===== src/rtl/service_2_timer_run_pkg.sv =====
// -----------------------------------------------------------------------------
// service_pkg
// Shared types and constants for the mm:ss countdown timer run stage.
//   state_t      : run-stage FSM states
//   time_t       : 16-bit BCD mm:ss value, nibbles M10 M1 S10 S1
//   BCD_MAX_*    : largest legal digit for units/minutes digits and seconds-tens
//   clamp_time() : forces every nibble of a loaded value into its legal range
// -----------------------------------------------------------------------------
package service_pkg;

  typedef enum logic [1:0] {
    ST_IDLE    = 2'd0,
    ST_RUN     = 2'd1,
    ST_PAUSE   = 2'd2,
    ST_EXPIRED = 2'd3
  } state_t;

  typedef logic [15:0] time_t;

  localparam logic [3:0] BCD_MAX_UNITS = 4'd9;
  localparam logic [3:0] BCD_MAX_TENS  = 4'd5;

  // Seconds-tens saturates at 5, every other digit at 9.
  function automatic time_t clamp_time(input time_t t);
    time_t r;
    r[15:12] = (t[15:12] > BCD_MAX_UNITS) ? BCD_MAX_UNITS : t[15:12];
    r[11:8]  = (t[11:8]  > BCD_MAX_UNITS) ? BCD_MAX_UNITS : t[11:8];
    r[7:4]   = (t[7:4]   > BCD_MAX_TENS)  ? BCD_MAX_TENS  : t[7:4];
    r[3:0]   = (t[3:0]   > BCD_MAX_UNITS) ? BCD_MAX_UNITS : t[3:0];
    return r;
  endfunction

endpackage


===== src/rtl/bcd_mmss_dec.sv =====
// -----------------------------------------------------------------------------
// bcd_mmss_dec
// Combinational one-second decrement of a BCD mm:ss value, done digit by digit
// with borrows (S1 9..0 -> S10 5..0 -> M1 9..0 -> M10 9..0), never through a
// binary intermediate.
// Ports:
//   value  : BCD mm:ss input
//   result : value minus one second (0000 wraps to 9959)
//   zero   : result is 0000
// -----------------------------------------------------------------------------
module bcd_mmss_dec
  import service_pkg::*;
(
  input  time_t value,
  output time_t result,
  output logic  zero
);

  always_comb begin
    // NOTE: every output gets a default before any branch, so no path through
    // the block leaves a signal unassigned and no latch is inferred.
    result = value;
    if (value[3:0] != 4'd0) begin
      result[3:0] = value[3:0] - 4'd1;
    end else begin
      result[3:0] = BCD_MAX_UNITS;
      if (value[7:4] != 4'd0) begin
        result[7:4] = value[7:4] - 4'd1;
      end else begin
        result[7:4] = BCD_MAX_TENS;
        if (value[11:8] != 4'd0) begin
          result[11:8] = value[11:8] - 4'd1;
        end else begin
          result[11:8]  = BCD_MAX_UNITS;
          result[15:12] = (value[15:12] != 4'd0) ? value[15:12] - 4'd1 : BCD_MAX_UNITS;
        end
      end
    end
  end

  assign zero = (result == 16'h0000);

endmodule


===== src/rtl/service_2_timer_run.sv =====
// -----------------------------------------------------------------------------
// service_2_timer_run
// Run stage of an mm:ss countdown timer. Holds the remaining time in BCD,
// counts it down once per CLK_HZ cycles while running, pulses done on expiry.
// Optional feature macro: TIMER_BLINK_EN (blinks the display in EXPIRED).
// Ports:
//   clk        : system clock, rising edge
//   reset      : synchronous, active-low
//   load       : one-cycle pulse, loads time_in (digits clamped) and goes IDLE
//   time_in    : BCD mm:ss from the time-set stage
//   start_stop : one-cycle button pulse, start / pause / resume / acknowledge
//   num        : remaining time, BCD mm:ss
//   running    : high while in RUN
//   done       : one-cycle pulse in the cycle num reaches 0000
//   sel        : digit enable mask for the display stage
// -----------------------------------------------------------------------------
module service_2_timer_run
  import service_pkg::*;
#(
  parameter int CLK_HZ = 100_000_000
) (
  input  logic        clk,
  input  logic        reset,
  input  logic        load,
  input  logic [15:0] time_in,
  input  logic        start_stop,
  output logic [15:0] num,
  output logic        running,
  output logic        done,
  output logic [3:0]  sel
);

  localparam int             PW         = $clog2(CLK_HZ);
  localparam logic [PW-1:0]  PRESC_LAST = PW'(CLK_HZ - 1);

  state_t        state, state_next;
  time_t         num_next;
  logic [PW-1:0] presc, presc_next;
  logic          done_next;
  time_t         dec_num;
  logic          dec_zero;

  bcd_mmss_dec u_dec (
    .value  (num),
    .result (dec_num),
    .zero   (dec_zero)
  );

  // A RUN cycle carrying start_stop already counts as paused: the prescaler
  // freezes on the button cycle, so a pause/resume pair loses no time.
  always_comb begin
    state_next = state;
    num_next   = num;
    presc_next = presc;
    done_next  = 1'b0;
    if (load) begin
      num_next   = clamp_time(time_in);
      presc_next = '0;
      state_next = ST_IDLE;
    end else begin
      unique case (state)
        ST_IDLE: begin
          if (start_stop && (num != 16'h0000)) state_next = ST_RUN;
        end
        ST_RUN: begin
          if (start_stop) begin
            state_next = ST_PAUSE;
          end else if (presc == PRESC_LAST) begin
            presc_next = '0;
            num_next   = dec_num;
            if (dec_zero) begin
              state_next = ST_EXPIRED;
              done_next  = 1'b1;
            end
          end else begin
            presc_next = presc + 1'b1;
          end
        end
        ST_PAUSE: begin
          if (start_stop) state_next = ST_RUN;
        end
        ST_EXPIRED: begin
          if (start_stop) state_next = ST_IDLE;
        end
        default: state_next = ST_IDLE;
      endcase
    end
  end

  always_ff @(posedge clk) begin
    // NOTE: state registers use non-blocking assignments so every register
    // samples the pre-edge values, independent of statement order.
    if (!reset) begin
      state   <= ST_IDLE;
      num     <= 16'h0000;
      presc   <= '0;
      running <= 1'b0;
      done    <= 1'b0;
    end else begin
      state   <= state_next;
      num     <= num_next;
      presc   <= presc_next;
      running <= (state_next == ST_RUN);
      done    <= done_next;
    end
  end

`ifdef TIMER_BLINK_EN
  localparam int            HALF      = (CLK_HZ / 2 > 0) ? CLK_HZ / 2 : 1;
  localparam int            BW        = (HALF > 1) ? $clog2(HALF) : 1;
  localparam logic [BW-1:0] HALF_LAST = BW'(HALF - 1);

  logic [BW-1:0] blink_cnt;
  logic [3:0]    sel_q;

  // Blank on entry to EXPIRED, then toggle every HALF cycles while there.
  always_ff @(posedge clk) begin
    if (!reset) begin
      sel_q     <= 4'b1111;
      blink_cnt <= '0;
    end else if (state_next == ST_EXPIRED) begin
      if (state != ST_EXPIRED) begin
        sel_q     <= 4'b0000;
        blink_cnt <= '0;
      end else if (blink_cnt == HALF_LAST) begin
        sel_q     <= ~sel_q;
        blink_cnt <= '0;
      end else begin
        blink_cnt <= blink_cnt + 1'b1;
      end
    end else begin
      sel_q     <= 4'b1111;
      blink_cnt <= '0;
    end
  end

  assign sel = sel_q;
`else
  assign sel = 4'b1111;
`endif

endmodule


===== config.mk =====
export PLATFORM = sky130hd
export DESIGN_NAME = service_2_timer_run
export DESIGN_NICKNAME = d
export VERILOG_FILES = /design/src/rtl/service_2_timer_run_pkg.sv /design/src/rtl/bcd_mmss_dec.sv /design/src/rtl/service_2_timer_run.sv
export SDC_FILE = /design/constraint.sdc
export NUM_CORES = 1
export LEC_CHECK = 0
export CORE_MARGIN = 1
export CORE_UTILIZATION = 55
export CTS_CLUSTER_DIAMETER = 50
export CTS_CLUSTER_SIZE = 25
export DETAILED_ROUTE_END_ITERATION = 6
export PLACE_DENSITY = 0.92
export SLEW_MARGIN = 40
export SYNTH_ARGS = -nofsm -noshare
export SYNTH_HDL_FRONTEND = slang
export SYNTH_SLANG_ARGS = --single-unit

===== constraint.sdc =====
create_clock -name clk -period 4.8 [get_ports clk]
set_input_delay 0.48 -clock clk [delete_from_list [all_inputs] [get_ports clk]]
set_output_delay 0.48 -clock clk [all_outputs]
set_load 0.03 [all_outputs]

==> metrics.txt <==
# TYPE chip_impl_metric gauge
chip_impl_metric{name="cts_hold_buf",unit=""} 0
chip_impl_metric{name="post_synth.cell_area_avg",unit="µm²"} 8.31
chip_impl_metric{name="critical_path.max_fanout",unit=""} 7
chip_impl_metric{name="netlist-cell-type-count",unit=""} 59
chip_impl_metric{name="drt-total-wl",unit="µm"} 6170
chip_impl_metric{name="numCtsBuffers",unit=""} 5
chip_impl_metric{name="worst_hold_margin",unit="ns"} 0.506
chip_impl_metric{name="detailedPlace.worstSlack",unit="ns"} 1.87
chip_impl_info{name="startpoint_type",value="input pin"} 1
chip_impl_metric{name="synth-adder-area-share",unit="%"} 0.476
chip_impl_metric{name="final_layout_size_suffix_gt1_share",unit="%"} 6.10
chip_impl_metric{name="leakage",unit="nW"} 1.01
chip_impl_metric{name="h_tree_levels",unit=""} 2
chip_impl_info{name="combinational_family_with_the_most_area_after_synthesis",value="simple AND/OR/NAND/NOR gates"} 1
chip_impl_metric{name="post_drt_via_cell_ratio",unit=""} 6.17
chip_impl_info{name="slowest_stage",value="or3b_1"} 1
chip_impl_metric{name="tightestPinTransition",unit="ns"} 0.744
chip_impl_metric{name="detail_route.iter0.violations",unit=""} 324
chip_impl_metric{name="rows",unit=""} 24
chip_impl_info{name="yosys_most_used_dff",value="dfxtp_1"} 1
chip_impl_metric{name="initial_util",unit="%"} 58.7
chip_impl_metric{name="post_cts.resized_instances",unit=""} 0
chip_impl_info{name="timing.rr.start",value="num[5]$_SDFFE_PN0P_"} 1
chip_impl_metric{name="synth_area",unit="µm²"} 2630
chip_impl_metric{name="xor_and_xnor_area_share_after_synthesis",unit="%"} 7.67
chip_impl_metric{name="postCtsSetupRepairBufs",unit=""} 0
chip_impl_metric{name="muxShareOfSynthArea",unit="%"} 1.95
chip_impl_info{name="kind_of_cell_adding_the_most_delay_to_the_critical_path",value="simple AND/OR/NAND/NOR gates"} 1
chip_impl_info{name="outcome",value="finished with violations"} 1
chip_impl_metric{name="r2r.worst_path.cells",unit=""} 5
chip_impl_metric{name="timing.final.crit_period",unit="ns"} 2.61
chip_impl_metric{name="ys_async_sr_fraction",unit="%"} 0
chip_impl_metric{name="number_of_vias_after_detailed_routing",unit=""} 2443
chip_impl_metric{name="setup_viol_count_final",unit=""} 0
chip_impl_metric{name="detailed_placement_hpwl",unit="µm"} 4460
chip_impl_metric{name="clockBufferDepth",unit=""} 2
chip_impl_info{name="worst_setup_path_startpoint",value="start_stop"} 1
chip_impl_info{name="crit_type",value="in -> reg"} 1
chip_impl_metric{name="grt_start_max_net_pins",unit=""} 25
chip_impl_metric{name="core_region_area",unit="µm²"} 4470
chip_impl_metric{name="globalRouteOverflowTotal",unit=""} 0
chip_impl_metric{name="path_buf_inv",unit=""} 1
chip_impl_metric{name="maxSlewHeadroom",unit="%"} 50.0
chip_impl_metric{name="antenna_cells",unit=""} 0
chip_impl_metric{name="cp_slowest_stage_delay",unit="ns"} 0.49
chip_impl_metric{name="sequential_cell_area",unit="µm²"} 941
chip_impl_info{name="destination_of_the_worst_register_to_register_timing_path",value="state[0]$_SDFF_PN0_"} 1
chip_impl_metric{name="number_of_antenna_violations_at_the_first_check_in_global_routing",unit=""} 0
chip_impl_metric{name="cp_data_arrival_time",unit="ns"} 2.81
chip_impl_metric{name="multi_input_comb_area",unit="µm²"} 1530
chip_impl_metric{name="post_drt_wl_per_cell",unit="µm"} 15.6
chip_impl_metric{name="synth_compound_area_share",unit="%"} 14.0
chip_impl_metric{name="tns",unit="ns"} 0
chip_impl_metric{name="clock_skew",unit="ns"} 0.0119
chip_impl_metric{name="critical_path_cell_count",unit=""} 6
chip_impl_metric{name="floorplan.die_area",unit="µm²"} 5060
chip_impl_metric{name="nFillCells",unit=""} 369
chip_impl_metric{name="first_pass_iters",unit=""} 6
chip_impl_metric{name="chipHeight",unit="µm"} 71.1
chip_impl_metric{name="cp_data_required_time",unit="ns"} 5.00
chip_impl_metric{name="placement.io_buffers",unit=""} 37
chip_impl_metric{name="max-vdd-ir-drop",unit="µV"} 206
chip_impl_info{name="critical_path.endpoint",value="num[9]$_SDFFE_PN0P_"} 1
chip_impl_metric{name="clk_latency",unit="ns"} 0.31
chip_impl_metric{name="drt.antenna.violating_nets",unit=""} 0
chip_impl_metric{name="wire_length_of_the_first_global_routing_pass",unit="µm"} 10200
chip_impl_metric{name="power.density",unit="nW/µm²"} 261
chip_impl_metric{name="routabilityCongestion",unit=""} 0.931
chip_impl_metric{name="finalHoldViolations",unit=""} 0
chip_impl_metric{name="slew_viol_final",unit=""} 0
chip_impl_info{name="worst_hold_path_type",value="reg -> reg"} 1
chip_impl_metric{name="clock_sinks",unit=""} 47
chip_impl_info{name="failing_checks",value="design-rule violations"} 1
chip_impl_metric{name="timing.max_cap.violations",unit=""} 0
chip_impl_metric{name="cts.reportedPaths.clkPinSlew",unit="ns"} 0.09
chip_impl_metric{name="area_growth_syn_to_layout",unit="%"} 16.4
chip_impl_metric{name="synth-edff-count",unit=""} 0
chip_impl_metric{name="setup_ws",unit="ns"} 2.19
chip_impl_metric{name="reg2reg_setup_slack",unit="ns"} 2.38
chip_impl_metric{name="boundaryPins",unit=""} 42
chip_impl_info{name="crit_path_cells",value="clkdlybuf4s50_1, or3b_1, nor2_1, and3_1, nor2_1, o311a_1"} 1
chip_impl_info{name="critical_path.most_common_cell",value="nor2_1"} 1
chip_impl_info{name="ctsRootBufferMaster",value="clkbuf_8"} 1
chip_impl_metric{name="fp.dieW",unit="µm"} 71.1
chip_impl_metric{name="detail_route.drc_violations",unit=""} 6
chip_impl_info{name="grt_setup_unrepaired",value="no"} 1
chip_impl_metric{name="synth-seq-cells",unit=""} 47
chip_impl_metric{name="final_nets",unit=""} 364
chip_impl_metric{name="track_usage",unit="%"} 25.7
chip_impl_metric{name="min_period_over_period",unit="%"} 54.4
chip_impl_metric{name="first_global_vias",unit=""} 2220
chip_impl_metric{name="max_freq",unit="MHz"} 383
chip_impl_metric{name="synth_simple_gate_area_share",unit="%"} 33.4
chip_impl_info{name="cts_tree",value="done"} 1
chip_impl_info{name="critical_path.endpoint_type",value="flop"} 1
chip_impl_metric{name="syn-instance-count",unit=""} 316
chip_impl_metric{name="synth_warnings",unit=""} 0
chip_impl_metric{name="synth-seq-area-share",unit="%"} 35.8
[synthesized netlist by cell type, drive strengths merged, types with 2 or more instances]
library cell  instances  area [µm²]
dfxtp                47         941
nand4                13        81.3
xnor2                13         114
or3                   4        25.0
mux2i                 4        40.0
nand4b                2        17.5
nand3b                3        22.5
or2                   4        25.0
o21ai                 5        25.0
nor4                 17         121
nor3                  8        40.0
inv                  13        48.8
o211ai                4        30.0
o22ai                 3        18.8
a31o                  2        17.5
nor2                 39         146
o21a                  3        22.5
and4                  5        43.8
o311a                 6        60.1
nand2                18        67.6
buf                   9        73.8
clkbuf               10        38.8
a31oi                 2        12.5
nand2b                5        31.3
and3                  5        31.3
o311ai                2        17.5
nor3b                 3        27.5
a21oi                 8        40.0
xor2                 10        87.6
or4                   6        48.8
o31a                  5        46.3
nand3                20         105
[placed cells by master, fill, tap and decap left out, types with 4 or more instances in the layout]
cell type,count
or4_1,5
o311a_1,6
or3_1,4
dfxtp_1,47
nor3_1,8
conb_1,4
nand2b_1,5
mux2i_1,4
xnor2_1,13
a21oi_1,8
clkdlybuf4s50_1,37
and4_1,5
nor2_1,39
o21ai_0,5
nand3_1,19
inv_1,13
and3_1,5
clkbuf_8,7
nand2_1,18
xor2_1,10
nand4_1,13
nor4_1,16
o211ai_1,4
[area by class of cell]
class,instances,area share [%]
tap,52,2.13
sequential,47,30.8
multi-input combinational,239,50.1
inverter,13,1.60
clock buffer,8,3.27
timing repair buffer,37,12.1
[kinds of logic (layout without fill, tap and decap cells)]
logic type,after synthesis,in the layout
AO/OA/AOI/OAI,49,49
XOR/XNOR,23,23
adder cells (fa/ha/maj),1,1
buffers and inverters,33,58
flip-flops,47,47
multiplexers,5,5
other,1,4
AND/OR/NAND/NOR,157,157
[flip-flops by register name, indices dropped and copies added (netlist names)]
name	count
running	1
num	16
done	1
presc	27
state	2
[routing by layer]
layer,part of all wire [%],global-route usage [%]
met1,45,33.4
met2,47,40.9
met5,0,0
met3,6.4,6.13
met4,2.0,10.7
[worst register-to-register path, stage by stage (launching register included)]
cell,delay (ns)
dfxtp_1,0.37
or4_1,0.67
nor3b_2,0.33
nand3b_1,0.21
o311ai_0,0.54
a21oi_1,0.16
[worst min path at each step]
stage / start / endpoint / slack (ns) / depth (start not counted)
detailed placement: presc[1]$_SDFFE_PP0P_ / presc[1]$_SDFFE_PP0P_ / 0.49 / 2
floorplan: presc[1]$_SDFFE_PP0P_ / presc[1]$_SDFFE_PP0P_ / 0.45 / 2
global placement: presc[1]$_SDFFE_PP0P_ / presc[1]$_SDFFE_PP0P_ / 0.46 / 2
finish: presc[1]$_SDFFE_PP0P_ / presc[1]$_SDFFE_PP0P_ / 0.51 / 2
CTS: presc[1]$_SDFFE_PP0P_ / presc[1]$_SDFFE_PP0P_ / 0.50 / 2
global route: num[7]$_SDFFE_PN0P_ / num[7]$_SDFFE_PN0P_ / 0.54 / 2
[stage by stage]
| step | instance area, µm² | utilization (%) | total power, mW | cells |
|---|---|---|---|---|
| final | 3060 | 68.3 | 0.799 | 396 |
| after global routing | 3060 | 68.3 | 0.829 | 396 |
| after CTS | 3050 | 68.2 | 0.798 | 396 |
| after detailed placement | 2950 | 66.0 | 0.543 | 388 |
| after global placement | 2950 | 66.0 | 0.542 | 388 |
| after floorplan | 2640 | - | 0.502 | 319 |
[power by group]
group          total (mW)  switching [mW]  internal [mW]
Combinational       0.124          0.0695         0.0544
Sequential          0.413          0.0139          0.399
Clock               0.262           0.131          0.132
Note: power is estimated with default switching activity, not from simulation.
